`config.mk`:
```
export PLATFORM = sky130hd
export DESIGN_NAME = ball_render
export DESIGN_NICKNAME = d
export VERILOG_FILES = /design/src/rtl/ball_render.sv
export SDC_FILE = /design/constraint.sdc
export NUM_CORES = 1
export LEC_CHECK = 0
export ABC_CLOCK_PERIOD_IN_PS = 6800
export CAP_MARGIN = 20
export CORE_ASPECT_RATIO = 1.1
export CORE_MARGIN = 3
export CORE_UTILIZATION = 55
export CTS_CLUSTER_DIAMETER = 200
export CTS_CLUSTER_SIZE = 12
export DETAILED_ROUTE_END_ITERATION = 8
export PLACE_DENSITY = 0.72
export SYNTH_ARGS = -nofsm -noshare
export SYNTH_HDL_FRONTEND = slang
export SYNTH_SLANG_ARGS = --single-unit
export TNS_END_PERCENT = 10
```
`constraint.sdc`:
```
create_clock -name clk -period 6.8 [get_ports clk]
set_input_delay 1.02 -clock clk [delete_from_list [all_inputs] [get_ports clk]]
set_output_delay 1.02 -clock clk [all_outputs]
set_load 0.1 [all_outputs]
```
`src/rtl/ball_render.sv`:
```
// Pixel stage after ball_gen: latches the ball position once per frame and renders a filled disc.
// Three pix_en-gated pipeline stages keep rgb and syncs aligned; move is a per-frame strobe.
module ball_render #(
    parameter int unsigned width       = 1024,
    parameter int unsigned height      = 768,
    parameter int unsigned h_total     = 1344,
    parameter int unsigned v_total     = 806,
    parameter int unsigned ball_radius = 8,
    parameter logic [11:0] ball_color  = 12'hF00,
    parameter logic [11:0] bg_color    = 12'h000,
    parameter int unsigned frame_div   = 1
) (
    input  logic                         clk,
    input  logic                         reset,
    input  logic                         pix_en,
    input  logic [$clog2(h_total)-1:0]   h_cnt,
    input  logic [$clog2(v_total)-1:0]   v_cnt,
    input  logic                         video_on,
    input  logic                         hsync_in,
    input  logic                         vsync_in,
    input  logic [$clog2(width)-1:0]     ball_x,
    input  logic [$clog2(height)-1:0]    ball_y,
    output logic                         move,
    output logic [11:0]                  rgb,
    output logic                         hsync_out,
    output logic                         vsync_out
);

    localparam int HW   = $clog2(h_total);
    localparam int VW   = $clog2(v_total);
    localparam int XW   = $clog2(width);
    localparam int YW   = $clog2(height);
    localparam int DXW  = ((HW > XW) ? HW : XW) + 1;
    localparam int DYW  = ((VW > YW) ? VW : YW) + 1;
    localparam int SQW  = 2 * ((DXW > DYW) ? DXW : DYW);
    localparam int SUMW = SQW + 1;
    localparam int FW   = (frame_div > 1) ? $clog2(frame_div) : 1;
    localparam logic [SUMW-1:0] R2 = SUMW'(ball_radius * ball_radius);
    localparam logic [FW-1:0]   FLAST = FW'(frame_div - 1);

    logic [XW-1:0]         sx_q;
    logic [YW-1:0]         sy_q;
    logic [FW-1:0]         frame_cnt_q;
    logic signed [DXW-1:0] dx_q;
    logic signed [DYW-1:0] dy_q;
    logic                  von1_q, hs1_q, vs1_q;
    logic [SQW-1:0]        dx2_q, dy2_q;
    logic                  von2_q, hs2_q, vs2_q;

    logic                  frame_start, move_line;
    logic [XW-1:0]         cur_x;
    logic [YW-1:0]         cur_y;
    logic signed [DXW-1:0] dx_d;
    logic signed [DYW-1:0] dy_d;
    logic [SUMW-1:0]       dist2;
    logic                  hit;

    always_comb begin
        frame_start = pix_en && (h_cnt == '0) && (v_cnt == '0);
        move_line   = pix_en && (h_cnt == '0) && (v_cnt == VW'(height));
        // Pixel (0,0) already uses the newly latched position so the whole frame is consistent.
        cur_x = frame_start ? ball_x : sx_q;
        cur_y = frame_start ? ball_y : sy_q;
        dx_d  = $signed(DXW'(h_cnt)) - $signed(DXW'(cur_x));
        dy_d  = $signed(DYW'(v_cnt)) - $signed(DYW'(cur_y));
        dist2 = {1'b0, dx2_q} + {1'b0, dy2_q};
        hit   = (dist2 <= R2);
    end

    always_ff @(posedge clk or posedge reset) begin
        if (reset) begin
            sx_q        <= '0;
            sy_q        <= '0;
            frame_cnt_q <= '0;
            move        <= 1'b0;
        end else begin
            move <= 1'b0;
            if (frame_start) begin
                sx_q <= ball_x;
                sy_q <= ball_y;
            end
            if (move_line) begin
                if (frame_cnt_q == FLAST) begin
                    frame_cnt_q <= '0;
                    move        <= 1'b1;
                end else begin
                    frame_cnt_q <= frame_cnt_q + 1'b1;
                end
            end
        end
    end

    always_ff @(posedge clk or posedge reset) begin
        if (reset) begin
            dx_q      <= '0;
            dy_q      <= '0;
            von1_q    <= 1'b0;
            hs1_q     <= 1'b0;
            vs1_q     <= 1'b0;
            dx2_q     <= '0;
            dy2_q     <= '0;
            von2_q    <= 1'b0;
            hs2_q     <= 1'b0;
            vs2_q     <= 1'b0;
            rgb       <= '0;
            hsync_out <= 1'b0;
            vsync_out <= 1'b0;
        end else if (pix_en) begin
            dx_q      <= dx_d;
            dy_q      <= dy_d;
            von1_q    <= video_on;
            hs1_q     <= hsync_in;
            vs1_q     <= vsync_in;
            dx2_q     <= dx_q * dx_q;
            dy2_q     <= dy_q * dy_q;
            von2_q    <= von1_q;
            hs2_q     <= hs1_q;
            vs2_q     <= vs1_q;
            rgb       <= !von2_q ? 12'h000 : (hit ? ball_color : bg_color);
            hsync_out <= hs2_q;
            vsync_out <= vs2_q;
        end
    end

endmodule
```
==> results.json, run 1 <==
{
  "number_of_synthesized_flops_with_an_enable_pin": 0,
  "vias": 10800,
  "design.final.nets": 2056,
  "design.portCount": 62,
  "globalRouteMet3Util_pct": 2.69,
  "ctsHtreeMaxLevel": 3,
  "slowest_stage": "sky130_fd_sc_hd__o31ai_1",
  "synth-async-reset-ratio_pct": 100,
  "post_drt_via_cell_ratio": 5.40,
  "synth_top_area_share_pct": 31.2,
  "postLayoutCellArea_mm2": 0.0161,
  "cts_sinks": 97,
  "syn_inst": 1615,
  "die_y_extent_um": 179,
  "report.final.setup_viol": 0,
  "detailed_route_drc_error_count": 0,
  "floorplan.die.width_um": 164,
  "dpl.cell_count": 1976,
  "detailedPlacementHpwl_um": 25200,
  "cp_data_required_time_ns": 7.04,
  "dominant_cells_by_area_after_synthesis": "sky130_fd_sc_hd__fa_1 (31%), sky130_fd_sc_hd__dfrtp_1 (16%), sky130_fd_sc_hd__ha_1 (12%)",
  "synth.ff_latch_count": 97,
  "worst_hold_path_type": "flop to flop",
  "drive_gt1_share_pct": 5.00,
  "syn2layout_area_growth_pct": 7.03,
  "seq_area_frac_synth_pct": 16.2,
  "crit_type": "flop to flop",
  "synth.lib_cells_used.distinct": 73,
  "tritoncts": "yes",
  "setup_repair_after_global_routing_missed_its_margin": "false",
  "effective_utilization_at_floorplan_pct": 56.6,
  "gr-usage-met2_pct": 39.6,
  "synth_largest_area_cell": "sky130_fd_sc_hd__fa_1",
  "globalRoute.busiestLayer": "met2",
  "clkLatencyLatePin_ns": 0.37,
  "timing.fmax_mhz": 160,
  "stdcell_count": 1993,
  "grt_pass1_wl_um": 53100,
  "clock-root-buffer": "sky130_fd_sc_hd__clkbuf_16",
  "path_clk_slew_ns": 0.09,
  "max_stage_delay_ns": 0.61,
  "grt_overflow_total": 0,
  "synthTopCellsByCount": "sky130_fd_sc_hd__inv_1 (393), sky130_fd_sc_hd__fa_1 (234), sky130_fd_sc_hd__ha_1 (140), sky130_fd_sc_hd__nand2_1 (108), sky130_fd_sc_hd__dfrtp_1 (97)",
  "postPlaceCellArea_mm2": 0.0158,
  "min_period_ns": 6.24,
  "slew_violations": 0,
  "core-area_mm2": 0.0265,
  "dr.pass1.iters": 5,
  "totalWireLength_um": 30500,
  "ctsHoldBuffers": 0,
  "ys.warnings.count": 0,
  "path_max_fanout": 12,
  "cp_cell_sequence": "inv_1 -> nor2_1 -> inv_1 -> fa_1 -> inv_1 -> fa_1 -> inv_1 -> fa_1 -> inv_1 -> fa_1 -> inv_1 -> fa_1 -> inv_1 -> ha_1 -> a311oi_1 -> o21ai_0 -> o31ai_1 -> o211ai_1 -> a31oi_1 -> xnor2_1 -> mux2_2",
  "synth_most_common_cell": "sky130_fd_sc_hd__inv_1",
  "drtAntennaViolNets": 0,
  "grt_max_degree": 86,
  "cts_post_setup_buffers_inserted": 0,
  "groute.layer.met1.usage_pct": 30.3,
  "yosys_most_used_dff": "sky130_fd_sc_hd__dfrtp_1",
  "worst_slew_pin_slew_ns": 1.05,
  "wl_per_cell_um": 15.3,
  "buffer_ports.inserted": 53,
  "grt.total_usage_pct": 22.5,
  "mean_instance_size_in_the_synthesized_netlist_um2": 9.31,
  "crit_path_start_kind": "flop",
  "cp_num_buf_inv": 7,
  "clk_path_buf_depth": 2,
  "antenna_found_initial": 1,
  "gp_congestion": 0.898,
  "timing.final.hold_violations": 0,
  "timing.slew.headroom_pct": 29.9,
  "first_global_vias": 11300,
  "std_cell_rows": 62,
  "maxCapViolCount": 0,
  "fp.dieArea_mm2": 0.0293,
  "cpMostUsedCell": "sky130_fd_sc_hd__inv_1",
  "min_period_over_period_pct": 91.7,
  "critPathCaptureType": "flop",
  "max_clock_skew_ns": 0.0151,
  "finalSetupTns_ns": 0,
  "netlist_area_before_placement_mm2": 0.0150,
  "post_cts_resize_count": 0,
  "worst-endpoint-arrival_ns": 6.48,
  "status": "completed",
  "timing.critical_path.max_delay_family": "adder cells",
  "tritoncts.num_buffers": 9,
  "first_iter_violations": 676
}
-- metrics by stage --
stage,hold WS (ns),setup WS (ns),util (%)
after global placement,0.468,0.829,59.5
after CTS,0.493,0.552,60.6
after floorplan,0.449,1.21,-
after detailed placement,0.472,0.649,59.5
after global routing,0.516,0.161,60.6
final,0.488,0.562,60.6
-- state kept, by name, indices dropped and copies added, names as in the netlist, 10 cells and up --
name and count:
sy_q 10, sx_q 10, dx2_q 23, dx_q 12, dy2_q 21, dy_q 11
-- final timing paths --
check                      startpoint         to  slack [ns]  cells past startpoint
max                           dx_q[8]  dx2_q[22]        0.56                     21
min                           sx_q[6]    sx_q[6]        0.49                      2
max reg2reg                   dx_q[8]  dx2_q[22]        0.56                     21
min reg2reg                   sx_q[6]    sx_q[6]        0.49                      2
max in group asynchronous       reset   dx2_q[5]        4.54                      3
min in group asynchronous       reset    sx_q[8]        0.96                      2
-- layout by cell type, fill, tap and decap left out, drive strengths merged, types with 5 or more instances in the layout --
master         instances
a31o                   6
o21bai                 5
and2                  55
a21boi                 7
fa                   234
a31oi                  8
xnor2                 50
nor2b                 16
clkbuf                10
or3                    9
mux2                  39
buf                   10
a211oi                 9
nand4                 10
mux2i                 26
nor3                  17
o21ai                 57
dfrtp                 97
xor2                   9
ha                   140
a21oi                 38
nand2b                15
nor4                  11
clkdlybuf4s50         52
and3                   7
o211ai                 7
conb                   8
inv                  398
o21a                   9
nand3                 18
a21o                  18
o31ai                 10
nand2                109
nor2                  70
-- metal layers --
metal	up-vias	wire length (µm)
met4	0	341
met5	-	0
met2	213	15600
met3	21	1160
met1	5425	13400
li1	5099	-
-- worst min-delay path, stage by stage (launching register included) --
cell,delay (ns)
sky130_fd_sc_hd__dfrtp_1,0.33
sky130_fd_sc_hd__mux2i_1,0.08
sky130_fd_sc_hd__inv_1,0.05
-- cells by family after synthesis --
logic type / synth area share [%]
compound gates: 9.18
xor+xnor: 3.44
fa+ha+maj: 42.8
buf+inv: 11.9
flops: 16.2
mux: 4.65
other cells: 0.0250
simple gates: 11.8
-- cell type report --
type                            instances  area, µm²
Timing Repair Buffer                   62        596
Clock inverter                          6       56.3
Sequential cell                        97       2430
Inverter                              394       1480
Clock buffer                           10        239
Multi-Input combinational cell       1071      10800
Antenna cell                            1       2.50
Fill cell                            2304      10400
Tap cell                              352        440
Power of run 1 is left out: the tool's default activity adds up to more than one toggle a clock period on the data nets, which glitch-free logic cannot reach.
==> run 2: changes to the inputs <==
--- a/config.mk
+++ b/config.mk
@@ -13,7 +13,9 @@
 export CTS_CLUSTER_DIAMETER = 200
 export CTS_CLUSTER_SIZE = 12
 export DETAILED_ROUTE_END_ITERATION = 8
+export GPL_ROUTABILITY_DRIVEN = 0
 export PLACE_DENSITY = 0.72
+export SLEW_MARGIN = 20
 export SYNTH_ARGS = -nofsm -noshare
 export SYNTH_HDL_FRONTEND = slang
 export SYNTH_SLANG_ARGS = --single-unit
==> run 2 against run 1 <==
Compared with the run above: via count up 0.30%; register-to-register slack better by 0.05 ns; first-iteration DRC count down 20%; die area is the same; final area barely moved; fmax rose by 0.78%; worst hold slack improved by 0.0015 ns; sequential share of layout area about the same; wire length rose by 0.45%; critical endpoint unchanged; largest cell class unchanged.
==> results.json, run 2 (synthesized netlist as in run 1, its figures left out) <==
{
  "status": "completed",
  "path_max_fanout": 12,
  "min_period_ns": 6.19,
  "crit-reg2reg-capture": "dx2_q[22]",
  "drtAntennaViolNets": 0,
  "utilization_pct": 60.7,
  "max_stage_delay_ns": 0.58,
  "layout_commonest_cell": "sky130_fd_sc_hd__inv_1",
  "syn2layout_area_growth_pct": 7.09,
  "cp_data_required_time_ns": 7.04,
  "timing.fmax_mhz": 162,
  "dr.pass1.iters": 4,
  "postPlaceCellArea_mm2": 0.0158,
  "design.portCount": 62,
  "cts_sinks": 97,
  "detailedPlacementHpwl_um": 25600,
  "cts_post_setup_buffers_inserted": 0,
  "grt_max_degree": 86,
  "path_clk_slew_ns": 0.08,
  "std_cell_rows": 62,
  "worst-endpoint-arrival_ns": 6.43,
  "min_delay_path_depth": 2,
  "tritoncts": "yes",
  "worst_hold_path_type": "flop to flop",
  "largest_register_by_flop_count": "dx2_q",
  "antenna_found_initial": 0,
  "slowest_stage": "sky130_fd_sc_hd__dfrtp_1",
  "crit_path_start_kind": "flop",
  "critPathCaptureType": "flop",
  "grt.total_usage_pct": 22.7,
  "floorplan.die.width_um": 164,
  "tritoncts.num_buffers": 9,
  "drive_gt1_share_pct": 4.94,
  "largest_reg_flops": 23,
  "post_drt_via_cell_ratio": 5.42,
  "clk_path_buf_depth": 2,
  "buffer_ports.inserted": 53,
  "timing.final.hold_violations": 0,
  "crit_type": "flop to flop",
  "diodes": 0,
  "die_y_extent_um": 179,
  "totalWireLength_um": 30700,
  "largestRegisters": "dx2_q x23, dy2_q x21, dx_q x12",
  "dpl_worst_slack_ns": 0.695,
  "core-area_mm2": 0.0265,
  "worst_r2r_path_depth": 21,
  "first_iter_violations": 540,
  "first_global_vias": 11500,
  "timing.slew.headroom_pct": 31.9,
  "min_period_over_period_pct": 91.0,
  "post-route-worst-setup-slack_ns": 0.611,
  "clock-root-buffer": "sky130_fd_sc_hd__clkbuf_16",
  "cp_cell_sequence": "inv_1 -> nor2_1 -> inv_1 -> fa_1 -> inv_1 -> fa_1 -> inv_1 -> fa_1 -> inv_1 -> fa_1 -> inv_1 -> fa_1 -> inv_1 -> ha_1 -> a311oi_1 -> o21ai_0 -> o31ai_1 -> o211ai_1 -> a31oi_1 -> xnor2_1 -> mux2_2",
  "ctsHtreeMaxLevel": 3,
  "postLayoutCellArea_mm2": 0.0161,
  "slew_violations": 0,
  "ctsHoldBuffers": 0,
  "maxCapViolCount": 0,
  "reg_to_reg_start": "dx_q[4]",
  "effective_utilization_at_floorplan_pct": 56.6,
  "grt_pass1_wl_um": 53800,
  "setup_repair_after_global_routing_missed_its_margin": "false",
  "hold_end": "sx_q[6]",
  "detailed_route_drc_error_count": 0,
  "fp.dieArea_mm2": 0.0293,
  "clkLatencyLatePin_ns": 0.36,
  "cpMostUsedCell": "sky130_fd_sc_hd__inv_1",
  "grt_overflow_total": 0,
  "ff2ff_setup_slack_ns": 0.61,
  "post_cts_resize_count": 0,
  "startpoint_of_the_lowest_slack_hold_path": "sx_q[6]",
  "wl_per_cell_um": 15.4,
  "layout.cells.most_common_list": "sky130_fd_sc_hd__inv_1 (392), sky130_fd_sc_hd__fa_1 (234), sky130_fd_sc_hd__ha_1 (140), sky130_fd_sc_hd__nand2_1 (108), sky130_fd_sc_hd__dfrtp_1 (97)",
  "report.final.setup_viol": 0,
  "design.final.nets": 2056,
  "worst_slew_pin_slew_ns": 1.02,
  "finalSetupTns_ns": 0,
  "vias": 10800,
  "max_clock_skew_ns": 0.0104
}
run 2: worst max path at each step:
stage	start	to	depth (start not counted)
2_1_floorplan	dx_q[10]	dx2_q[22]	20
3_3_place_gp	dx_q[8]	dx2_q[22]	21
3_5_place_dp	dx_q[4]	dx2_q[22]	21
4_1_cts	dx_q[4]	dx2_q[22]	21
5_1_grt	dx_q[4]	dx2_q[22]	21
6_report	dx_q[4]	dx2_q[22]	21
run 2: final cells by class:
class                   instances  area [µm²]
clock buffers                   9         225
clock inverters                 6        77.6
fillers                      2252       10400
inverters                     394        1480
multi-input cells            1071       10800
flip-flops and latches         97        2430
well taps                     352         440
repair buffers                 62         599
run 2: per-stage QoR:
step / hold WS, ns / std cells
detailed placement: 0.475 / 1976
floorplan: 0.449 / 1622
global route: 0.520 / 1991
CTS: 0.496 / 1991
global placement: 0.465 / 1976
finish: 0.489 / 1991
run 2: critical path: cells and delay by family (launching register included):
family,cells,cell delay [ns]
AOI/OAI and AO/OA,5,1.45
xor gates and xnor gates,1,0.10
adders and majority gates,6,2.90
buffers and inverters,7,0.52
DFF,1,0.58
muxes,1,0.26
and+or+nand+nor,1,0.24
run 2: routing by layer:
layer | GRT usage (%) | up-vias | share of wire, %
met5 | 0 | - | 0
met4 | 5.68 | 0 | 2.2
met3 | 2.71 | 48 | 4.6
met2 | 39.9 | 243 | 50
met1 | 30.2 | 5399 | 43
li1 | - | 5100 | -
Power of run 2 is left out for the same reason.
